## config.mk

```make
export PLATFORM = sky130hd
export DESIGN_NAME = lwc_flat
export DESIGN_NICKNAME = d
export VERILOG_FILES = /design/src/rtl/lwc_if.sv /design/src/rtl/lwc.sv /design/src/flat_wrapper.sv
export SDC_FILE = /design/constraint.sdc
export NUM_CORES = 2
export LEC_CHECK = 0
export ABC_CLOCK_PERIOD_IN_PS = 6000
export CORE_ASPECT_RATIO = 1.5
export CORE_MARGIN = 2
export CORE_UTILIZATION = 40
export CTS_CLUSTER_SIZE = 10
export DETAILED_ROUTE_END_ITERATION = 6
export PLACE_DENSITY_LB_ADDON = 0.15
export SYNTH_ARGS = -nofsm -noshare
export SYNTH_HDL_FRONTEND = slang
export SYNTH_SLANG_ARGS = --single-unit
```

## constraint.sdc

```tcl
create_clock -name clk -period 6 [get_ports clk]
set_input_delay 1.2 -clock clk [delete_from_list [all_inputs] [get_ports clk]]
set_output_delay 1.2 -clock clk [all_outputs]
set_load 0.02 [all_outputs]
```

## src/rtl/lwc_if.sv

```systemverilog
// lwc_if: public (pdi), secret (sdi) and output (do) word streams between host wrapper and lwc core.
interface lwc_if #(
    parameter int BUSW = 32
);
    logic [BUSW-1:0] pdi_data;
    logic            pdi_valid;
    logic            pdi_ready;
    logic [BUSW-1:0] sdi_data;
    logic            sdi_valid;
    logic            sdi_ready;
    logic [BUSW-1:0] do_data;
    logic            do_valid;
    logic            do_ready;
    logic            do_last;

    modport master (
        output pdi_data, pdi_valid, sdi_data, sdi_valid, do_ready,
        input  pdi_ready, sdi_ready, do_data, do_valid, do_last
    );

    modport slave (
        input  pdi_data, pdi_valid, sdi_data, sdi_valid, do_ready,
        output pdi_ready, sdi_ready, do_data, do_valid, do_last
    );
endinterface

```

## src/rtl/lwc.sv

```systemverilog
// lwc: LWC-API style authenticated-encryption core with a word-wise XOR keystream and XOR tag.
// Build option LWC_DEC_EN: defined enables decryption with tag verification; undefined rejects DEC.
module lwc #(
    parameter int BUSW = 32
) (
    input  logic clk,
    input  logic rst_n,
    lwc_if.slave bus
);
    localparam logic [3:0] OP_LDKEY  = 4'h4;
    localparam logic [3:0] OP_ACTKEY = 4'h7;
    localparam logic [3:0] OP_ENC    = 4'h2;
    localparam logic [3:0] OP_DEC    = 4'h3;
    localparam logic [3:0] T_AD      = 4'h1;
    localparam logic [3:0] T_PT      = 4'h4;
    localparam logic [3:0] T_CT      = 4'h5;
    localparam logic [3:0] T_NPUB    = 4'hD;
    localparam logic [BUSW-1:0] TAG_HDR = 32'h8300_0010;
    localparam logic [BUSW-1:0] ST_OK   = 32'hE000_0000;
    localparam logic [BUSW-1:0] ST_FAIL = 32'hF000_0000;

    typedef enum logic [3:0] {
        S_IDLE, S_KEY_HDR, S_KEY_DATA, S_SEG_HDR, S_SEG_DATA,
        S_OUT_HDR, S_TAG_IN, S_TAG_OUT, S_STATUS
    } state_e;

    state_e          state_q, state_d, end_state_s;
    logic            run_q;
    logic [BUSW-1:0] kst_q [4];
    logic [BUSW-1:0] kst_d [4];
    logic [BUSW-1:0] key_q [4];
    logic [BUSW-1:0] key_d [4];
    logic [BUSW-1:0] n_q [4];
    logic [BUSW-1:0] n_d [4];
    logic [BUSW-1:0] a_q [4];
    logic [BUSW-1:0] a_d [4];
    logic [BUSW-1:0] tag_s [4];
    logic            dec_q, dec_d, fail_q, fail_d, last_q, last_d;
    logic [3:0]      type_q, type_d;
    logic [27:0]     hdr_q, hdr_d;
    logic [15:0]     rem_q, rem_d;
    logic [1:0]      j_q, j_d, tidx_s;
    logic [2:0]      cnt_q, cnt_d;
    logic [BUSW-1:0] do_data_q, do_data_d;
    logic            do_valid_q, do_valid_d, do_last_q, do_last_d;
    logic            out_free_s, pdi_ready_s, sdi_ready_s, pdi_take_s, sdi_take_s;
    logic [BUSW-1:0] in_mw_s, ct_s;

    // Keep only the first rem bytes of a word (byte 0 is the most significant).
    function automatic logic [BUSW-1:0] mask_word(input logic [BUSW-1:0] w, input logic [15:0] rem);
        logic [BUSW-1:0] m;
        if (rem >= 16'd4) begin
            m = w;
        end else begin
            case (rem[1:0])
                2'd1:    m = {w[31:24], 24'h00_0000};
                2'd2:    m = {w[31:16], 16'h0000};
                2'd3:    m = {w[31:8], 8'h00};
                default: m = 32'h0000_0000;
            endcase
        end
        return m;
    endfunction

    // Segments whose data words are transformed and echoed on do.
    function automatic logic seg_io(input logic [3:0] t, input logic dec);
`ifdef LWC_DEC_EN
        return dec ? (t == T_CT) : (t == T_PT);
`else
        return !dec && (t == T_PT);
`endif
    endfunction

    assign out_free_s    = !do_valid_q || bus.do_ready;
    assign pdi_take_s    = bus.pdi_valid && pdi_ready_s;
    assign sdi_take_s    = bus.sdi_valid && sdi_ready_s;
    assign tidx_s        = cnt_q[1:0] - 2'd1;
    assign bus.pdi_ready = pdi_ready_s;
    assign bus.sdi_ready = sdi_ready_s;
    assign bus.do_data   = do_data_q;
    assign bus.do_valid  = do_valid_q;
    assign bus.do_last   = do_last_q;

    // Expected tag words and the state entered after the Last segment.
    always_comb begin
        for (int k = 0; k < 4; k++) begin
            tag_s[k] = a_q[k] ^ key_q[k] ^ n_q[k];
        end
`ifdef LWC_DEC_EN
        end_state_s = dec_q ? S_TAG_IN : S_TAG_OUT;
`else
        end_state_s = dec_q ? S_STATUS : S_TAG_OUT;
`endif
    end

    // Input handshakes; IDLE gives the secret key path priority over pdi.
    always_comb begin
        pdi_ready_s = 1'b0;
        sdi_ready_s = 1'b0;
        if (run_q) begin
            case (state_q)
                S_IDLE: begin
                    sdi_ready_s = 1'b1;
                    pdi_ready_s = !bus.sdi_valid;
                end
                S_KEY_HDR, S_KEY_DATA: sdi_ready_s = 1'b1;
                S_SEG_HDR:             pdi_ready_s = 1'b1;
                S_SEG_DATA:            pdi_ready_s = seg_io(type_q, dec_q) ? out_free_s : 1'b1;
`ifdef LWC_DEC_EN
                S_TAG_IN:              pdi_ready_s = 1'b1;
`endif
                default: begin
                    pdi_ready_s = 1'b0;
                    sdi_ready_s = 1'b0;
                end
            endcase
        end else begin
            pdi_ready_s = 1'b0;
            sdi_ready_s = 1'b0;
        end
    end

    // Protocol FSM next state, datapath updates and output slot loading.
    always_comb begin
        state_d = state_q;  kst_d = kst_q;  key_d = key_q;  n_d = n_q;  a_d = a_q;
        dec_d = dec_q;  fail_d = fail_q;  last_d = last_q;  type_d = type_q;  hdr_d = hdr_q;
        rem_d = rem_q;  j_d = j_q;  cnt_d = cnt_q;  do_data_d = do_data_q;
        in_mw_s = mask_word(bus.pdi_data, rem_q);
        ct_s    = mask_word(bus.pdi_data ^ key_q[j_q] ^ n_q[j_q], rem_q);
        if (do_valid_q && bus.do_ready) begin
            do_valid_d = 1'b0;
            do_last_d  = 1'b0;
        end else begin
            do_valid_d = do_valid_q;
            do_last_d  = do_last_q;
        end
        case (state_q)
            S_IDLE: begin
                if (sdi_take_s) begin
                    cnt_d   = 3'd0;
                    state_d = (bus.sdi_data[31:28] == OP_LDKEY) ? S_KEY_HDR : S_IDLE;
                end else if (pdi_take_s) begin
                    case (bus.pdi_data[31:28])
                        OP_ACTKEY: key_d = kst_q;
                        OP_ENC, OP_DEC: begin
                            n_d   = '{default: '0};
                            a_d   = '{default: '0};
                            dec_d = (bus.pdi_data[31:28] == OP_DEC);
`ifdef LWC_DEC_EN
                            fail_d = 1'b0;
`else
                            fail_d = (bus.pdi_data[31:28] == OP_DEC);
`endif
                            state_d = S_SEG_HDR;
                        end
                        default: state_d = S_IDLE;
                    endcase
                end else begin
                    state_d = S_IDLE;
                end
            end
            S_KEY_HDR: state_d = sdi_take_s ? S_KEY_DATA : S_KEY_HDR;
            S_KEY_DATA: begin
                if (sdi_take_s) begin
                    kst_d[cnt_q[1:0]] = bus.sdi_data;
                    cnt_d   = cnt_q + 3'd1;
                    state_d = (cnt_q == 3'd3) ? S_IDLE : S_KEY_DATA;
                end else begin
                    state_d = S_KEY_DATA;
                end
            end
            S_SEG_HDR: begin
                if (pdi_take_s) begin
                    type_d = bus.pdi_data[31:28];
                    last_d = bus.pdi_data[24];
                    hdr_d  = bus.pdi_data[27:0];
                    rem_d  = bus.pdi_data[15:0];
                    j_d    = 2'd0;
                    cnt_d  = 3'd0;
                    if (seg_io(bus.pdi_data[31:28], dec_q)) state_d = S_OUT_HDR;
                    else if (bus.pdi_data[15:0] != 16'd0)    state_d = S_SEG_DATA;
                    else if (bus.pdi_data[24])               state_d = end_state_s;
                    else                                     state_d = S_SEG_HDR;
                end else begin
                    state_d = S_SEG_HDR;
                end
            end
            S_OUT_HDR: begin
                if (out_free_s) begin
                    do_data_d  = {(dec_q ? T_PT : T_CT), hdr_q};
                    do_valid_d = 1'b1;
                    do_last_d  = 1'b0;
                    if (rem_q != 16'd0) state_d = S_SEG_DATA;
                    else if (last_q)    state_d = end_state_s;
                    else                state_d = S_SEG_HDR;
                end else begin
                    state_d = S_OUT_HDR;
                end
            end
            S_SEG_DATA: begin
                if (pdi_take_s) begin
                    case (type_q)
                        T_NPUB: n_d[j_q] = in_mw_s;
                        T_AD:   a_d[j_q] = a_q[j_q] ^ in_mw_s;
                        default: begin
                            if (seg_io(type_q, dec_q)) begin
                                do_data_d  = ct_s;
                                do_valid_d = 1'b1;
                                do_last_d  = 1'b0;
                                a_d[j_q]   = a_q[j_q] ^ (dec_q ? in_mw_s : ct_s);
                            end else begin
                                a_d[j_q] = a_q[j_q];
                            end
                        end
                    endcase
                    j_d = j_q + 2'd1;
                    if (rem_q <= 16'd4) begin
                        rem_d   = 16'd0;
                        state_d = last_q ? end_state_s : S_SEG_HDR;
                    end else begin
                        rem_d   = rem_q - 16'd4;
                        state_d = S_SEG_DATA;
                    end
                end else begin
                    state_d = S_SEG_DATA;
                end
            end
`ifdef LWC_DEC_EN
            S_TAG_IN: begin
                if (pdi_take_s) begin
                    if ((cnt_q != 3'd0) && (bus.pdi_data != tag_s[tidx_s])) fail_d = 1'b1;
                    else                                                    fail_d = fail_q;
                    cnt_d   = cnt_q + 3'd1;
                    state_d = (cnt_q == 3'd4) ? S_STATUS : S_TAG_IN;
                end else begin
                    state_d = S_TAG_IN;
                end
            end
`endif
            S_TAG_OUT: begin
                if (out_free_s) begin
                    do_data_d  = (cnt_q == 3'd0) ? TAG_HDR : tag_s[tidx_s];
                    do_valid_d = 1'b1;
                    do_last_d  = 1'b0;
                    cnt_d      = cnt_q + 3'd1;
                    state_d    = (cnt_q == 3'd4) ? S_STATUS : S_TAG_OUT;
                end else begin
                    state_d = S_TAG_OUT;
                end
            end
            S_STATUS: begin
                if (out_free_s) begin
                    do_data_d  = fail_q ? ST_FAIL : ST_OK;
                    do_valid_d = 1'b1;
                    do_last_d  = 1'b1;
                    state_d    = S_IDLE;
                end else begin
                    state_d = S_STATUS;
                end
            end
            default: state_d = S_IDLE;
        endcase
    end

    // State, key/nonce/accumulator and output registers.
    always_ff @(posedge clk or negedge rst_n) begin
        if (!rst_n) begin
            state_q <= S_IDLE;  run_q <= 1'b0;
            kst_q <= '{default: '0};  key_q <= '{default: '0};
            n_q <= '{default: '0};    a_q <= '{default: '0};
            dec_q <= 1'b0;  fail_q <= 1'b0;  last_q <= 1'b0;  type_q <= 4'h0;
            hdr_q <= 28'h0;  rem_q <= 16'h0;  j_q <= 2'd0;  cnt_q <= 3'd0;
            do_data_q <= 32'h0;  do_valid_q <= 1'b0;  do_last_q <= 1'b0;
        end else begin
            state_q <= state_d;  run_q <= 1'b1;
            kst_q <= kst_d;  key_q <= key_d;  n_q <= n_d;  a_q <= a_d;
            dec_q <= dec_d;  fail_q <= fail_d;  last_q <= last_d;  type_q <= type_d;
            hdr_q <= hdr_d;  rem_q <= rem_d;  j_q <= j_d;  cnt_q <= cnt_d;
            do_data_q <= do_data_d;  do_valid_q <= do_valid_d;  do_last_q <= do_last_d;
        end
    end
endmodule

```

## src/flat_wrapper.sv

```systemverilog
// flat-port wrapper written by rule: the top's interface ports become plain ports
module lwc_flat 
#(
    parameter int BUSW = 32
)
  (clk, rst_n, bus_pdi_data, bus_pdi_valid, bus_sdi_data, bus_sdi_valid, bus_do_ready, bus_pdi_ready, bus_sdi_ready, bus_do_data, bus_do_valid, bus_do_last);
  lwc_if #(.BUSW(BUSW)) bus_i ();
  input  logic clk;
  input  logic rst_n;
  input wire logic [$bits(bus_i.pdi_data)-1:0] bus_pdi_data;
  input wire logic [$bits(bus_i.pdi_valid)-1:0] bus_pdi_valid;
  input wire logic [$bits(bus_i.sdi_data)-1:0] bus_sdi_data;
  input wire logic [$bits(bus_i.sdi_valid)-1:0] bus_sdi_valid;
  input wire logic [$bits(bus_i.do_ready)-1:0] bus_do_ready;
  output wire logic [$bits(bus_i.pdi_ready)-1:0] bus_pdi_ready;
  output wire logic [$bits(bus_i.sdi_ready)-1:0] bus_sdi_ready;
  output wire logic [$bits(bus_i.do_data)-1:0] bus_do_data;
  output wire logic [$bits(bus_i.do_valid)-1:0] bus_do_valid;
  output wire logic [$bits(bus_i.do_last)-1:0] bus_do_last;
  assign bus_i.pdi_data = bus_pdi_data;
  assign bus_i.pdi_valid = bus_pdi_valid;
  assign bus_i.sdi_data = bus_sdi_data;
  assign bus_i.sdi_valid = bus_sdi_valid;
  assign bus_i.do_ready = bus_do_ready;
  assign bus_pdi_ready = bus_i.pdi_ready;
  assign bus_sdi_ready = bus_i.sdi_ready;
  assign bus_do_data = bus_i.do_data;
  assign bus_do_valid = bus_i.do_valid;
  assign bus_do_last = bus_i.do_last;
  lwc #(.BUSW(BUSW)) u_core (.clk(clk), .rst_n(rst_n), .bus(bus_i));
endmodule
```

**Word level (Yosys, flattened, before mapping)**

Cells that the tools add are included.

- Input port bits: 69
- ROM bits: 0
- Memories kept: 0
- Register bits after elaboration: 606
- Bits in latches: 0
- Output and inout port bits: 36
- Logic and storage cells: 220
- Memory bits (writable): 0

- Mux-type cells: 97
- Divide/modulo/power cells: 0
- Bitwise operators: 16
- Eq/ne operators: 35
- Magnitude comparators: 7
- Reductions and logical operators: 33
- Multiply operators: 0
- $add $sub $neg: 4
- Shift-type cells: 0

Operators by type and width:

| operator | number |
|---|---|
| $mux W128 | 7 |
| $pmux W128 S2 | 3 |
| $bwmux W128 | 5 |
| $mux W32 | 20 |
| $xor A32 B32 Y32 | 12 |
| $bmux W32 S2 | 4 |
| $pmux W32 S3 | 2 |
| $demux W32 S2 | 2 |
| $pmux W32 S4 | 1 |
| $mux W4 | 16 |
| $mux W16 | 3 |
| $pmux W16 S2 | 1 |
| $pmux W4 S8 | 1 |
| $reduce_bool A16 Y1 | 2 |
| $mux W29 | 1 |
| $eq A4 B3 Y1 const B | 7 |
| $ne A2 B1 Y1 const B | 9 |
| $mux W1 | 17 |
| $eq A4 B2 Y1 const B | 4 |
| $ge A16 B3 Y1 const B | 1 |
| $le A16 B3 Y1 const B | 1 |
| $sub A16 B3 Y16 const B | 1 |
| $mux W3 | 4 |
| $pmux W3 S4 | 1 |
| 35 further kinds | 67 |

**Depth between registers and ports, before layout**

- Depth in word-level cells: 15
- Mapped depth: 14
- Gate-level depth less buffers: 8

**Worst setup path before layout**

Ideal clock, no wire load.

- Path type: input-to-output
- Start point: input port bus_sdi_valid
- End point: output port bus_pdi_ready
- Data arrival time: 1.952 ns
- Stages: 3
- Required time: 4.800 ns
- Slack: 2.848 ns
- Cell sequence: nor3_1 -> o21ai_0 -> a21boi_0

- Word-level cells in the longest chain between the ends: 3

Ends and longest elaborated chain:

| what | RTL line | text |
|---|---|---|
| start: declaration | flat_wrapper.sv:13 | `input wire logic [$bits(bus_i.sdi_valid)-1:0] bus_sdi_valid;` |
| $logic_not A1 Y1 | lwc.sv:104 | `pdi_ready_s = !bus.sdi_valid;` |
| $pmux W1 S3 | lwc.sv:101 | `case (state_q)` |
| $mux W1 | lwc.sv:100 | `if (run_q) begin` |
| end: declaration | flat_wrapper.sv:15 | `output wire logic [$bits(bus_i.pdi_ready)-1:0] bus_pdi_ready;` |

No other way between the ends.

**Worst setup path after layout**

Same ends and word-level chain as after synthesis.

==> results.txt <==
----------------------------------------------------
[Yosys]
  Fraction of synthesis flops using an asynchronous set or reset pin ... 1.00
  Post-synthesis cell area ... 0.0327 sq mm
  Number of distinct library cells after synthesis ... 69
  Post-synth top flop ... sky130_fd_sc_hd__dfrtp_1
  Mean instance size in the synthesized netlist ... 11.4 sq um
  Nets in the synthesized netlist ... 2939
  Post-Syn Instances ... ~2900
  Number of enable-type register cells in the synthesized netlist ... 0
  Share of the yosys chip area belonging to registers ... 0.463
  Flip-flop and latch count after synthesis ... just over 600
  Number of warnings printed during yosys synthesis ... 0

[CTS]
  Clock Tree Buf Depth ... 3
  Number of sinks driven by the clock tree ... 605
  Cts hold-fix bufs ... 0
  Worst-Skew Late Latency ... between 0.6 and 0.7 ns
  H-tree depth ... 3
  Clock tree from TritonCTS ... built
  Post-CTS Repair Setup Buffers ... 0
  Number of gates resized after CTS ... 0
  Root cell of the clock tree ... sky130_fd_sc_hd__clkbuf_16
  Clock slew at the register clock pins of the worst setup and hold paths ... 0.05 ns
  TritonCTS buffer count ... 71

[Placed design]
  Count of input and output buffers ... 104
  Global placement routability congestion ... just under 0.9
  Final HPWL from detailed placement ... 73.6 mm

[Worst setup path]
  Required time reported for the critical path endpoint ... 4.80 ns
  Crit end category ... primary output
  Critical path data arrival time ... about 3.0 ns
  Critical setup path kind ... in2out
  Crit path max-delay cell type ... sky130_fd_sc_hd__clkdlybuf4s50_1
  Worst-path fanout max ... 5
  Internal reg-to-reg setup slack ... 2.33 ns
  Stage delay of the slowest cell on the critical path ... 0.58 ns
  Bufs and invs on worst path ... 2
  Series of cell instances along the critical path ... clkdlybuf4s50_1, nor3_1, o21ai_0, a21boi_0, clkdlybuf4s50_1
  Category of cells accounting for the largest share of critical-path delay ... buffers and inverters
  Worst setup SP type ... input pin
  Most numerous cell on the critical path ... sky130_fd_sc_hd__clkdlybuf4s50_1

[Layout]
  Commonest cells after routing, fill and taps aside ... sky130_fd_sc_hd__dfrtp_1, sky130_fd_sc_hd__mux2_2, sky130_fd_sc_hd__nor2_1
  Final core occ ... 0.454
  Most common cell after layout, fill and taps aside ... sky130_fd_sc_hd__dfrtp_1
  Signed area change from the synthesized netlist to the final layout ... 12.6%
  Fraction of final layout cells with drive strength greater than 1 ... 0.201
  Post-layout nets ... approximately 3000
  Number of filler cells placed in the layout ... 7442

[Run status]
  Status ... completed

[Timing]
  Largest clock skew in the final design ... 0.0273 ns
  Final worst path period need ... roughly 4.2 ns
  Hold Violations, Final ... 0
  Max-Slew Margin vs Limit ... 0.223
  Actual transition at the worst max-transition pin ... approximately 1.2 ns
  Final count of pins violating max slew ... 0
  Setup-failing EPs final ... 0
  Fin Setup TNS ... 0 ns
  RSZ-0062 raised after global routing ... no
  Final Cycle Share ... 0.694
  Fmax ... ~240 MHz
  Post-route worst hold slack ... roughly 0.47 ns

[Power and ir drop]
  Internal power consumption ... ~9.9 mW
  Reg power frac ... 0.375
  Switching part of the total power ... 0.381
  Pwr dens ... 433 mW/mm^2
  Power share of the clock group ... 0.244
  Comb power frac ... 0.381
  Leakage power of the design ... 16.2 nW
  Switch Pwr ... 6.08 mW
  Worst IR Drop VDD ... 243 uV

[Routing]
  Final wirelength ... 113 mm
  Detailed-route DRC error count ... 0
  Detailed-route wire length per cell ... 28.4 um
  Initial DRC Count ... 1991
  Remaining antenna violation count ... 0
  Via count of the routed design ... 24800
  Number of detailed-route iterations in the first pass ... 7
  Number of vias per cell after detailed routing ... about 6.3

[Die]
  Die X ... 237 um
  Starting density of the core ... 0.404
  Chip height ... 354 um
  Core Region ... 0.0810 sq mm
  FP Rows ... 128
  Die area ... 0.0841 sq mm
  Number of ports placed on the die boundary ... 105

[Global route]
  Global router's overall resource usage ... 0.269
  Vias in the first global route ... 26100
  Global-route wire length before repair ... 170 mm
  Antenna violations before repair ... 2
  Maximum number of pins on one net before global-route repair ... 120
  Final global-route overflow total ... 0

[Min path]
  Class of the worst hold path ... reg2reg

[Job]
  Max-cap violations ... 0

----------------------------------------------------
## kinds of logic after synthesis
| kind of cell | synth area share |
|---|---|
| buffers and inverters | 0.0348 |
| XOR/XNOR | 0.0945 |
| flip-flops | 0.463 |
| adder cells (fa/ha/maj) | 0.00459 |
| AO/OA/AOI/OAI | 0.140 |
| AND/OR/NAND/NOR | 0.0846 |
| multiplexers | 0.178 |
| other | 0.000115 |
## synth_stat cells, types with 50 or more instances
library cell,n,area share
sky130_fd_sc_hd__xnor2_1,209,0.056
sky130_fd_sc_hd__dfrtp_1,605,0.46
sky130_fd_sc_hd__clkbuf_1,77,0.0088
sky130_fd_sc_hd__o21ai_0,94,0.014
sky130_fd_sc_hd__mux2_2,262,0.090
sky130_fd_sc_hd__a21oi_1,122,0.019
sky130_fd_sc_hd__a221oi_1,72,0.019
sky130_fd_sc_hd__nand2_1,164,0.019
sky130_fd_sc_hd__inv_1,50,0.0057
sky130_fd_sc_hd__o2bb2ai_1,128,0.034
sky130_fd_sc_hd__nor3_1,137,0.021
sky130_fd_sc_hd__buf_2,82,0.013
sky130_fd_sc_hd__mux4_2,127,0.087
sky130_fd_sc_hd__xor2_1,144,0.039
sky130_fd_sc_hd__nor2_1,228,0.026
## cell type report
class | count | area, sq um | area share
inverter | 51 | 193 | 0.00523
antenna | 1 | 2.50 | 0.0000680
clock buffer | 86 | 1920 | 0.0520
tap | 1040 | 1300 | 0.0353
timing repair buffer | 173 | 1660 | 0.0452
sequential | 605 | 15100 | 0.411
multi-input combinational | 2003 | 16600 | 0.451
## path summary, 6_finish.rpt
kind,from,to,depth (start not counted)
worst min-delay path,u_core.hdr_q[27]$_DFFE_PN0P_,u_core.hdr_q[27]$_DFFE_PN0P_,2
worst max register to register,u_core.j_q[1]$_DFFE_PN0P_,u_core.n_q[17]$_DFFE_PN0P_,7
max in group asynchronous,rst_n,u_core.kst_q[55]$_DFFE_PN0P_,2
min in group asynchronous,rst_n,u_core.rem_q[3]$_DFFE_PN0P_,1
worst max-delay path,bus_sdi_valid,bus_pdi_ready,5
worst min register to register,u_core.hdr_q[27]$_DFFE_PN0P_,u_core.hdr_q[27]$_DFFE_PN0P_,2
## metrics by stage
stage	instances	worst slack, ns	instance area, sq um	power, mW
floorplan	2858	2.85	32700	10.0
finish	3959	1.84	36800	16.0
detailed placement	3872	1.46	34900	12.1
CTS	3958	1.85	36800	16.0
global placement	3872	1.50	34900	11.9
global route	3959	1.76	36800	16.8
## routing by layer
| layer | routed length, um | global-route usage | vias to the layer above |
|---|---|---|---|
| li1 | - | - | 10600 |
| met1 | 42300 | 0.314 | 12900 |
| met2 | 56300 | 0.461 | 1033 |
| met3 | 6820 | 0.0466 | 342 |
| met4 | 7080 | 0.163 | 2 |
| met5 | 13 | 0 | - |
## sequential cells by signal, indices dropped and copies added (netlist names), 2 cells and up
register,flops
u_core.n_q,128
u_core.state_q,4
u_core.key_q,128
u_core.hdr_q,28
u_core.bus.do_data,32
u_core.type_q,4
u_core.j_q,2
u_core.a_q,128
u_core.kst_q,128
u_core.rem_q,16
u_core.cnt_q,3
## power by group through the flow
| stage | sequential (mW) | clock (mW) | combinational, mW |
|---|---|---|---|
| after floorplan | 5.70 | 0 | 4.30 |
| after global placement | 6.00 | 0 | 5.91 |
| after detailed placement | 6.03 | 0 | 6.05 |
| after CTS | 5.96 | 3.98 | 6.08 |
| after global routing | 6.08 | 4.14 | 6.54 |
| final | 5.98 | 3.89 | 6.09 |
## worst min-delay path, stage by stage (launching register included)
cell                      delay [ns]
sky130_fd_sc_hd__dfrtp_1        0.34
sky130_fd_sc_hd__nand2_1        0.05
sky130_fd_sc_hd__nand2_1        0.06
Power figures use the tool's default switching activity.
